$ cat src/rtl/clause_pkg.sv
`default_nettype none
// ============================================================================
// Module   : clause_pkg
// Brief    : Shared clause widths, clause type and dispatcher state encoding.
// Revision : 1.0
// ============================================================================
package clause_pkg;

  localparam int VARIABLE_LENGTH = 11;
  localparam int CLA_LENGTH      = 3;
  localparam int CLAUSE_W        = VARIABLE_LENGTH * CLA_LENGTH;

  typedef logic [CLAUSE_W-1:0] clause_t;

  typedef enum logic [1:0] {
    IDLE  = 2'd0,
    RUN   = 2'd1,
    DRAIN = 2'd2,
    DONE  = 2'd3
  } disp_state_e;

endpackage
`default_nettype wire

$ cat src/rtl/clause_fifo.sv
`default_nettype none
// ============================================================================
// Module   : clause_fifo
// Brief    : Per-engine clause FIFO, power-of-two depth, wrap-bit pointers.
// Revision : 1.0
// ============================================================================
module clause_fifo #(
  parameter int FIFO_DEPTH = 4,
  parameter int WIDTH      = 33
) (
  input  logic             clk,
  input  logic             rst,
  input  logic             i_flush,
  input  logic             i_push,
  input  logic [WIDTH-1:0] i_data,
  input  logic             i_pop,
  output logic [WIDTH-1:0] o_data,
  output logic             o_full,
  output logic             o_empty
);

  localparam int c_AW = $clog2(FIFO_DEPTH);

  logic [WIDTH-1:0] r_mem [FIFO_DEPTH];
  logic [c_AW:0]    r_wr_ptr;
  logic [c_AW:0]    r_rd_ptr;
  logic             w_do_push;
  logic             w_do_pop;

  assign o_empty   = (r_wr_ptr == r_rd_ptr);
  assign o_full    = (r_wr_ptr[c_AW] != r_rd_ptr[c_AW]) &&
                     (r_wr_ptr[c_AW-1:0] == r_rd_ptr[c_AW-1:0]);
  assign o_data    = r_mem[r_rd_ptr[c_AW-1:0]];
  assign w_do_push = i_push && !o_full && !i_flush;
  assign w_do_pop  = i_pop && !o_empty;

  // Flush wins over any push/pop in the same cycle.
  always_ff @(posedge clk) begin
    if (rst || i_flush) begin
      r_wr_ptr <= '0;
      r_rd_ptr <= '0;
    end else begin
      if (w_do_push) r_wr_ptr <= r_wr_ptr + 1'b1;
      if (w_do_pop)  r_rd_ptr <= r_rd_ptr + 1'b1;
    end
  end

  always_ff @(posedge clk) begin
    if (w_do_push) r_mem[r_wr_ptr[c_AW-1:0]] <= i_data;
  end

endmodule
`default_nettype wire

$ cat src/rtl/clause_dispatcher.sv
`default_nettype none
// ============================================================================
// Module   : clause_dispatcher
// Brief    : Round-robin spread of released clauses into per-engine FIFOs,
//            unit-clause broadcast and end-of-pass detection.
//            Optional macro DISPATCH_STATS_EN adds dispatch/stall counters.
// Revision : 1.0
// ============================================================================
module clause_dispatcher #(
  parameter int NUM_ENGINE      = 4,
  parameter int CLA_LENGTH      = 3,
  parameter int VARIABLE_LENGTH = 11,
  parameter int FIFO_DEPTH      = 4
) (
  input  logic                                                 clock,
  input  logic                                                 reset,
  input  logic                                                 start_in,
  input  logic                                                 empty_in,
  input  logic [$clog2(NUM_ENGINE):0]                          clause_released_in,
  input  logic [NUM_ENGINE-1:0][VARIABLE_LENGTH*CLA_LENGTH-1:0] clause_in,
  input  logic [VARIABLE_LENGTH-1:0]                           chosen_uc_in,
  input  logic                                                 chosen_uc_valid_in,
  output logic [$clog2(NUM_ENGINE):0]                          clause_received_out,
  output logic [NUM_ENGINE-1:0][VARIABLE_LENGTH*CLA_LENGTH-1:0] eng_clause_out,
  output logic [NUM_ENGINE-1:0]                                eng_valid_out,
  input  logic [NUM_ENGINE-1:0]                                eng_ready_in,
  input  logic [NUM_ENGINE-1:0]                                eng_busy_in,
  output logic [VARIABLE_LENGTH-1:0]                           eng_uc_out,
  output logic                                                 eng_uc_valid_out,
`ifdef DISPATCH_STATS_EN
  output logic [NUM_ENGINE-1:0][31:0]                          stat_dispatched_out,
  output logic [31:0]                                          stat_stall_out,
`endif
  output logic                                                 done_out
);

  import clause_pkg::disp_state_e;
  import clause_pkg::IDLE;
  import clause_pkg::RUN;
  import clause_pkg::DRAIN;
  import clause_pkg::DONE;

  localparam int c_CLAUSE_W = VARIABLE_LENGTH * CLA_LENGTH;
  localparam int c_CNT_W    = $clog2(NUM_ENGINE) + 1;
  localparam int c_PTR_W    = (NUM_ENGINE > 1) ? $clog2(NUM_ENGINE) : 1;

  disp_state_e                          r_state;
  logic [c_PTR_W-1:0]                   r_rr_ptr;
  logic                                 r_done;
  logic                                 r_uc_valid;
  logic [VARIABLE_LENGTH-1:0]           r_uc;

  logic [c_CNT_W-1:0]                   w_released;
  logic [c_CNT_W-1:0]                   w_k;
  logic [c_PTR_W-1:0]                   w_tgt;
  logic                                 w_blocked;
  logic [NUM_ENGINE-1:0]                w_push;
  logic [NUM_ENGINE-1:0]                w_pop;
  logic [NUM_ENGINE-1:0]                w_full;
  logic [NUM_ENGINE-1:0]                w_empty;
  logic [NUM_ENGINE-1:0][c_CLAUSE_W-1:0] w_push_data;
  logic                                 w_flush;
  logic                                 w_drained;

  assign w_released = (clause_released_in > c_CNT_W'(NUM_ENGINE)) ?
                      c_CNT_W'(NUM_ENGINE) : clause_released_in;

  // Accept the longest prefix whose targets have room by registered occupancy.
  always_comb begin
    w_k         = '0;
    w_push      = '0;
    w_push_data = '0;
    w_blocked   = 1'b0;
    w_tgt       = '0;
    if (r_state == RUN) begin
      for (int i = 0; i < NUM_ENGINE; i++) begin
        w_tgt = c_PTR_W'((int'(r_rr_ptr) + i) % NUM_ENGINE);
        if (!w_blocked && (i < int'(w_released)) && !w_full[w_tgt]) begin
          w_push[w_tgt]      = 1'b1;
          w_push_data[w_tgt] = clause_in[i];
          w_k                = w_k + c_CNT_W'(1);
        end else begin
          w_blocked = 1'b1;
        end
      end
    end
  end

  assign w_flush   = ((r_state == RUN) || (r_state == DRAIN)) && !start_in;
  assign w_pop     = ~w_empty & eng_ready_in;
  assign w_drained = (&w_empty) && (eng_busy_in == '0);

  for (genvar e = 0; e < NUM_ENGINE; e++) begin : g_eng
    clause_fifo #(
      .FIFO_DEPTH (FIFO_DEPTH),
      .WIDTH      (c_CLAUSE_W)
    ) u_fifo (
      .clk     (clock),
      .rst     (reset),
      .i_flush (w_flush),
      .i_push  (w_push[e]),
      .i_data  (w_push_data[e]),
      .i_pop   (w_pop[e]),
      .o_data  (eng_clause_out[e]),
      .o_full  (w_full[e]),
      .o_empty (w_empty[e])
    );
  end

  always_ff @(posedge clock) begin
    if (reset) begin
      r_state    <= IDLE;
      r_rr_ptr   <= '0;
      r_done     <= 1'b0;
      r_uc_valid <= 1'b0;
    end else begin
      case (r_state)
        IDLE: begin
          if (start_in) begin
            r_state    <= RUN;
            r_uc_valid <= 1'b1;
          end
        end
        RUN: begin
          if (!start_in) begin
            r_state    <= IDLE;
            r_rr_ptr   <= '0;
            r_uc_valid <= 1'b0;
          end else begin
            r_rr_ptr <= c_PTR_W'((int'(r_rr_ptr) + int'(w_k)) % NUM_ENGINE);
            if (empty_in && (clause_released_in == '0)) r_state <= DRAIN;
          end
        end
        DRAIN: begin
          if (!start_in) begin
            r_state    <= IDLE;
            r_rr_ptr   <= '0;
            r_uc_valid <= 1'b0;
          end else if (w_drained) begin
            r_state    <= DONE;
            r_done     <= 1'b1;
            r_uc_valid <= 1'b0;
          end
        end
        DONE: begin
          if (!start_in) begin
            r_state <= IDLE;
            r_done  <= 1'b0;
          end
        end
        default: begin
          r_state    <= IDLE;
          r_done     <= 1'b0;
          r_uc_valid <= 1'b0;
        end
      endcase
    end
  end

  // Capture is state-independent so a unit clause chosen in IDLE survives.
  always_ff @(posedge clock) begin
    if (reset) begin
      r_uc <= '0;
    end else if (chosen_uc_valid_in) begin
      r_uc <= chosen_uc_in;
    end
  end

  assign clause_received_out = w_k;
  assign eng_valid_out       = ~w_empty;
  assign eng_uc_out          = r_uc;
  assign eng_uc_valid_out    = r_uc_valid;
  assign done_out            = r_done;

`ifdef DISPATCH_STATS_EN
  logic [NUM_ENGINE-1:0][31:0] r_stat_disp;
  logic [31:0]                 r_stat_stall;

  always_ff @(posedge clock) begin
    if (reset || ((r_state == IDLE) && start_in)) begin
      r_stat_disp  <= '0;
      r_stat_stall <= '0;
    end else begin
      for (int e = 0; e < NUM_ENGINE; e++) begin
        if (w_push[e] && !w_flush && (r_stat_disp[e] != '1))
          r_stat_disp[e] <= r_stat_disp[e] + 32'd1;
      end
      if ((r_state == RUN) && (w_k < w_released) && (r_stat_stall != '1))
        r_stat_stall <= r_stat_stall + 32'd1;
    end
  end

  assign stat_dispatched_out = r_stat_disp;
  assign stat_stall_out      = r_stat_stall;
`endif

endmodule
`default_nettype wire

$ cat config.mk
export PLATFORM = sky130hd
export DESIGN_NAME = clause_dispatcher
export DESIGN_NICKNAME = d
export VERILOG_FILES = /design/src/rtl/clause_pkg.sv /design/src/rtl/clause_fifo.sv /design/src/rtl/clause_dispatcher.sv
export SDC_FILE = /design/constraint.sdc
export NUM_CORES = 1
export LEC_CHECK = 0
export CAP_MARGIN = 10
export CORE_UTILIZATION = 35
export DETAILED_ROUTE_END_ITERATION = 7
export GPL_ROUTABILITY_DRIVEN = 0
export PLACE_DENSITY_LB_ADDON = 0.12
export SLEW_MARGIN = 10
export SYNTH_ARGS = -nofsm -noshare
export SYNTH_HDL_FRONTEND = slang
export SYNTH_SLANG_ARGS = --single-unit
$ cat constraint.sdc
create_clock -name clock -period 6.51 [get_ports clock]
set_input_delay 0.9765 -clock clock [delete_from_list [all_inputs] [get_ports clock]]
set_output_delay 0.9765 -clock clock [all_outputs]
set_load 0.01 [all_outputs]
==> out/metrics.json <==
{
  "layout_setup_ws": {"value": 0.485, "unit": "ns"},
  "max_cap_violations": {"value": 0},
  "synth_top_flop_cell": {"value": "sky130_fd_sc_hd__edfxtp_1"},
  "cp_peak_stage_delay": {"value": 0.59, "unit": "ns"},
  "worst_r2r_startpoint": {"value": "g_eng[0].u_fifo.r_wr_ptr[0]"},
  "wire_length_after_detailed_routing": {"value": 90200, "unit": "µm"},
  "crit_required": {"value": 5.53, "unit": "ns"},
  "cellLeakagePower": {"value": 10.8, "unit": "nW"},
  "yosys_warnings": {"value": 0},
  "area_growth_syn_to_layout": {"value": 24.6, "unit": "%"},
  "place_worst_setup_slack": {"value": 0.952, "unit": "ns"},
  "pwr-share-clk": {"value": 37.2, "unit": "%"},
  "finalClockSkew": {"value": 0.0182, "unit": "ns"},
  "largest_net_degree_at_the_start_of_global_routing": {"value": 71},
  "clock-root-buffer": {"value": "sky130_fd_sc_hd__clkbuf_16"},
  "postSynth.asyncResetShare": {"value": 0, "unit": "%"},
  "nets_finish": {"value": 2344},
  "cp_max_fo": {"value": 15},
  "remaining_overflow_grt": {"value": 0},
  "detail-route-antenna-nets": {"value": 0},
  "min_period_over_period": {"value": 92.5, "unit": "%"},
  "clock.fmax": {"value": 166, "unit": "MHz"},
  "postSynthCellCount": {"value": 1858},
  "die_height": {"value": 279, "unit": "µm"},
  "p_per_area": {"value": 300, "unit": "nW/µm²"},
  "cp-startpoint": {"value": "r_rr_ptr[0]"},
  "min-delay-path-class": {"value": "reg2reg"},
  "syn-num-nets": {"value": 2051},
  "grt_setup_unrepaired": {"value": "no"},
  "number_of_setup_buffers_added_after_cts": {"value": 0},
  "final.setup.tns": {"value": 0, "unit": "ns"},
  "worst-path-buf-inv": {"value": 3},
  "setup.worst_path.start_class": {"value": "register"},
  "drive_gt1_share": {"value": 16.9, "unit": "%"},
  "transition_time_at_the_pin_with_the_least_slew_margin": {"value": 1.21, "unit": "ns"},
  "sw_ratio": {"value": 26.6, "unit": "%"},
  "crit_chain": {"value": "inv_1 -> ha_1 -> or4_1 -> a21oi_1 -> nor4_4 -> ha_1 -> inv_1 -> nor3_1 -> o211a_1 -> nor2_1 -> xnor2_1 -> ha_1 -> o211a_1 -> nor2_1 -> nor2_1 -> clkdlybuf4s50_1"},
  "timing.setup.critical_path_class": {"value": "reg2out"},
  "die_w": {"value": 279, "unit": "µm"},
  "drt_iter0_drc": {"value": 2248},
  "combPwrFrac": {"value": 20.0, "unit": "%"},
  "internal-power": {"value": 7.38, "unit": "mW"},
  "mostFrequentLayoutCells": {"value": "sky130_fd_sc_hd__edfxtp_1, sky130_fd_sc_hd__clkdlybuf4s50_1, sky130_fd_sc_hd__nand2_1"},
  "yosys.area.top_type_share": {"value": 59.0, "unit": "%"},
  "tritoncts_num_sinks": {"value": 577},
  "place.detailed.hpwl": {"value": 60400, "unit": "µm"},
  "detail_route.vias_per_cell": {"value": 5.80},
  "min_period": {"value": 6.02, "unit": "ns"},
  "post-synth-top-area-cell": {"value": "sky130_fd_sc_hd__edfxtp_1"},
  "floorplan.initialDensity": {"value": 35.4, "unit": "%"},
  "vias_in_the_first_global_route": {"value": 18300},
  "max-clock-path-buffers": {"value": 3},
  "global_route.usage.total": {"value": 23.0, "unit": "%"},
  "netSwitchingPower": {"value": 2.67, "unit": "mW"},
  "io_buffers": {"value": 310},
  "synth_cell_types": {"value": 57},
  "critical_path.top_delay_family": {"value": "simple AND/OR/NAND/NOR gates"},
  "most_common_cell_after_layout_fill_and_taps_aside": {"value": "sky130_fd_sc_hd__edfxtp_1"},
  "status": {"value": "completed"},
  "setup_violations": {"value": 0},
  "number_of_cell_rows": {"value": 101},
  "cts.reportedPaths.clkPinSlew": {"value": 0.06, "unit": "ns"},
  "ios": {"value": 311},
  "floorplan.core_area": {"value": 75900, "unit": "µm²"},
  "endpoint_kind": {"value": "primary output"},
  "htree_levels": {"value": 3},
  "grt_antenna_before_repair": {"value": 4},
  "cts_made_buffers": {"value": 66},
  "worst_skew_pair_later_pin_latency": {"value": 0.60, "unit": "ns"},
  "vdd.ir_drop.worst": {"value": 0.000183, "unit": "V"},
  "worst_slew_margin_rel": {"value": 19.5, "unit": "%"},
  "syn_avg_cell_area": {"value": 14.5, "unit": "µm²"},
  "timing.critical_path.arrival": {"value": 5.05, "unit": "ns"},
  "wl_per_cell": {"value": 27.9, "unit": "µm"},
  "final_max_slew_viol_count": {"value": 0},
  "synth-edff-count": {"value": 528},
  "num_vias": {"value": 18800},
  "timing.final.hold_violations": {"value": 0},
  "flip_flop_and_latch_count_after_synthesis": {"value": 577},
  "number_of_buffers_inserted_by_hold_repair_at_cts": {"value": 0},
  "drt_pre_antenna_iters": {"value": 6},
  "netlist_area": {"value": 26900, "unit": "µm²"},
  "synth_top_cells_by_area": {"value": "sky130_fd_sc_hd__edfxtp_1, sky130_fd_sc_hd__mux4_2, sky130_fd_sc_hd__dfxtp_1"},
  "timing.hold.worst.start": {"value": "g_eng[0].u_fifo.r_wr_ptr[2]"},
  "pwr-share-seq": {"value": 42.8, "unit": "%"},
  "drc": {"value": 0},
  "dieArea": {"value": 77900, "unit": "µm²"},
  "first_pass_grt_wire_length": {"value": 129000, "unit": "µm"},
  "yosysSeqAreaShare": {"value": 62.6, "unit": "%"},
  "tritoncts_clock_tree": {"value": "done"},
  "critical-path-slowest-cell": {"value": "sky130_fd_sc_hd__clkdlybuf4s50_1"}
}
routing by layer:
| metal | part of all wire (%) | global-route usage (%) |
|---|---|---|
| met2 | 46 | 35.9 |
| met5 | 0.043 | 0 |
| met1 | 42 | 31.9 |
| met3 | 9.4 | 5.39 |
| met4 | 2.3 | 6.38 |
Yosys cell counts, types with 38 or more instances:
cell type                  count
sky130_fd_sc_hd__a221oi_1     68
sky130_fd_sc_hd__nor2_1       71
sky130_fd_sc_hd__clkbuf_1    126
sky130_fd_sc_hd__a21oi_1      51
sky130_fd_sc_hd__mux4_2      134
sky130_fd_sc_hd__o211ai_1     38
sky130_fd_sc_hd__nor3_1       42
sky130_fd_sc_hd__dfxtp_1      49
sky130_fd_sc_hd__or3_1        38
sky130_fd_sc_hd__edfxtp_1    528
sky130_fd_sc_hd__nand3_1      84
sky130_fd_sc_hd__nand2_1     139
sky130_fd_sc_hd__o21ai_0      75
path summary, 6_finish.rpt:
path         slack, ns                           to  cells past startpoint
min               0.48  g_eng[0].u_fifo.r_wr_ptr[2]                      2
min reg2reg       0.48  g_eng[0].u_fifo.r_wr_ptr[2]                      2
max               0.49       clause_received_out[1]                     16
max reg2reg       1.24  g_eng[3].u_fifo.r_mem[2][2]                     13
kinds of logic after synthesis:
logic type	Yosys count	synth area share (%)
buffers and inverters	183	2.66
flip-flops	577	62.6
adder cells (fa/ha/maj)	34	1.58
AO/OA/AOI/OAI	354	9.92
XOR/XNOR	25	0.815
AND/OR/NAND/NOR	531	10.4
multiplexers	154	12.0
stage by stage:
step | hold slack (ns) | instance area [µm²] | utilization (%) | power, mW | std cells
3_5_place_dp | 0.477 | 31300 | 41.2 | 6.39 | 3113
6_report | 0.477 | 33500 | 44.1 | 10.1 | 3232
4_1_cts | 0.485 | 33500 | 44.1 | 10.1 | 3229
5_1_grt | 0.530 | 33500 | 44.1 | 10.4 | 3229
3_3_place_gp | 0.466 | 31300 | 41.2 | 6.37 | 3113
2_1_floorplan | 0.455 | 26900 | - | 5.42 | 1858
repair_timing:
| action | 4_1_cts | 5_1_grt |
|---|---|---|
| gates resized for setup | 0 | 1 |
| setup endpoints to repair | 0 | 2 |
| endpoints found under the hold margin | 0 | 0 |
power groups by stage:
stage | Combinational (mW) | Sequential, mW | Clock [mW]
global placement | 1.99 | 4.38 | 0
CTS | 2.01 | 4.31 | 3.82
finish | 2.01 | 4.31 | 3.74
global route | 2.13 | 4.32 | 3.96
floorplan | 1.04 | 4.38 | 0
detailed placement | 2.00 | 4.39 | 0
worst register-to-register path: cells and delay by family (launching register included):
kind	cells	cell delay (ns)
multiplexers	1	0.60
buffers and inverters	2	0.57
XOR/XNOR	1	0.35
AND/OR/NAND/NOR	4	0.89
AO/OA/AOI/OAI	4	1.83
adder cells (fa/ha/maj)	1	0.22
flip-flops	1	0.41
sequential cells by signal, summed over array words and instances, names as in the netlist, named ones only:
| signal | count |
|---|---|
| g_eng.u_fifo.r_mem | 528 |
| g_eng.u_fifo.r_rd_ptr | 12 |
| g_eng.u_fifo.r_wr_ptr | 12 |
| eng_uc_out | 11 |
| r_rr_ptr | 2 |
| r_state | 2 |
| done_out | 1 |
| eng_uc_valid_out | 1 |
area by class of cell:
class / instances / area [µm²]
fill: 6722 / 42500
sequential: 577 / 16800
multi-input combinational: 1098 / 9420
timing repair buffer: 387 / 3680
clock buffer: 82 / 1790
tap: 1030 / 1290
clock inverter: 34 / 399
inverter: 21 / 78.8
antenna: 3 / 7.51
Note: power is estimated with default switching activity, not from simulation.
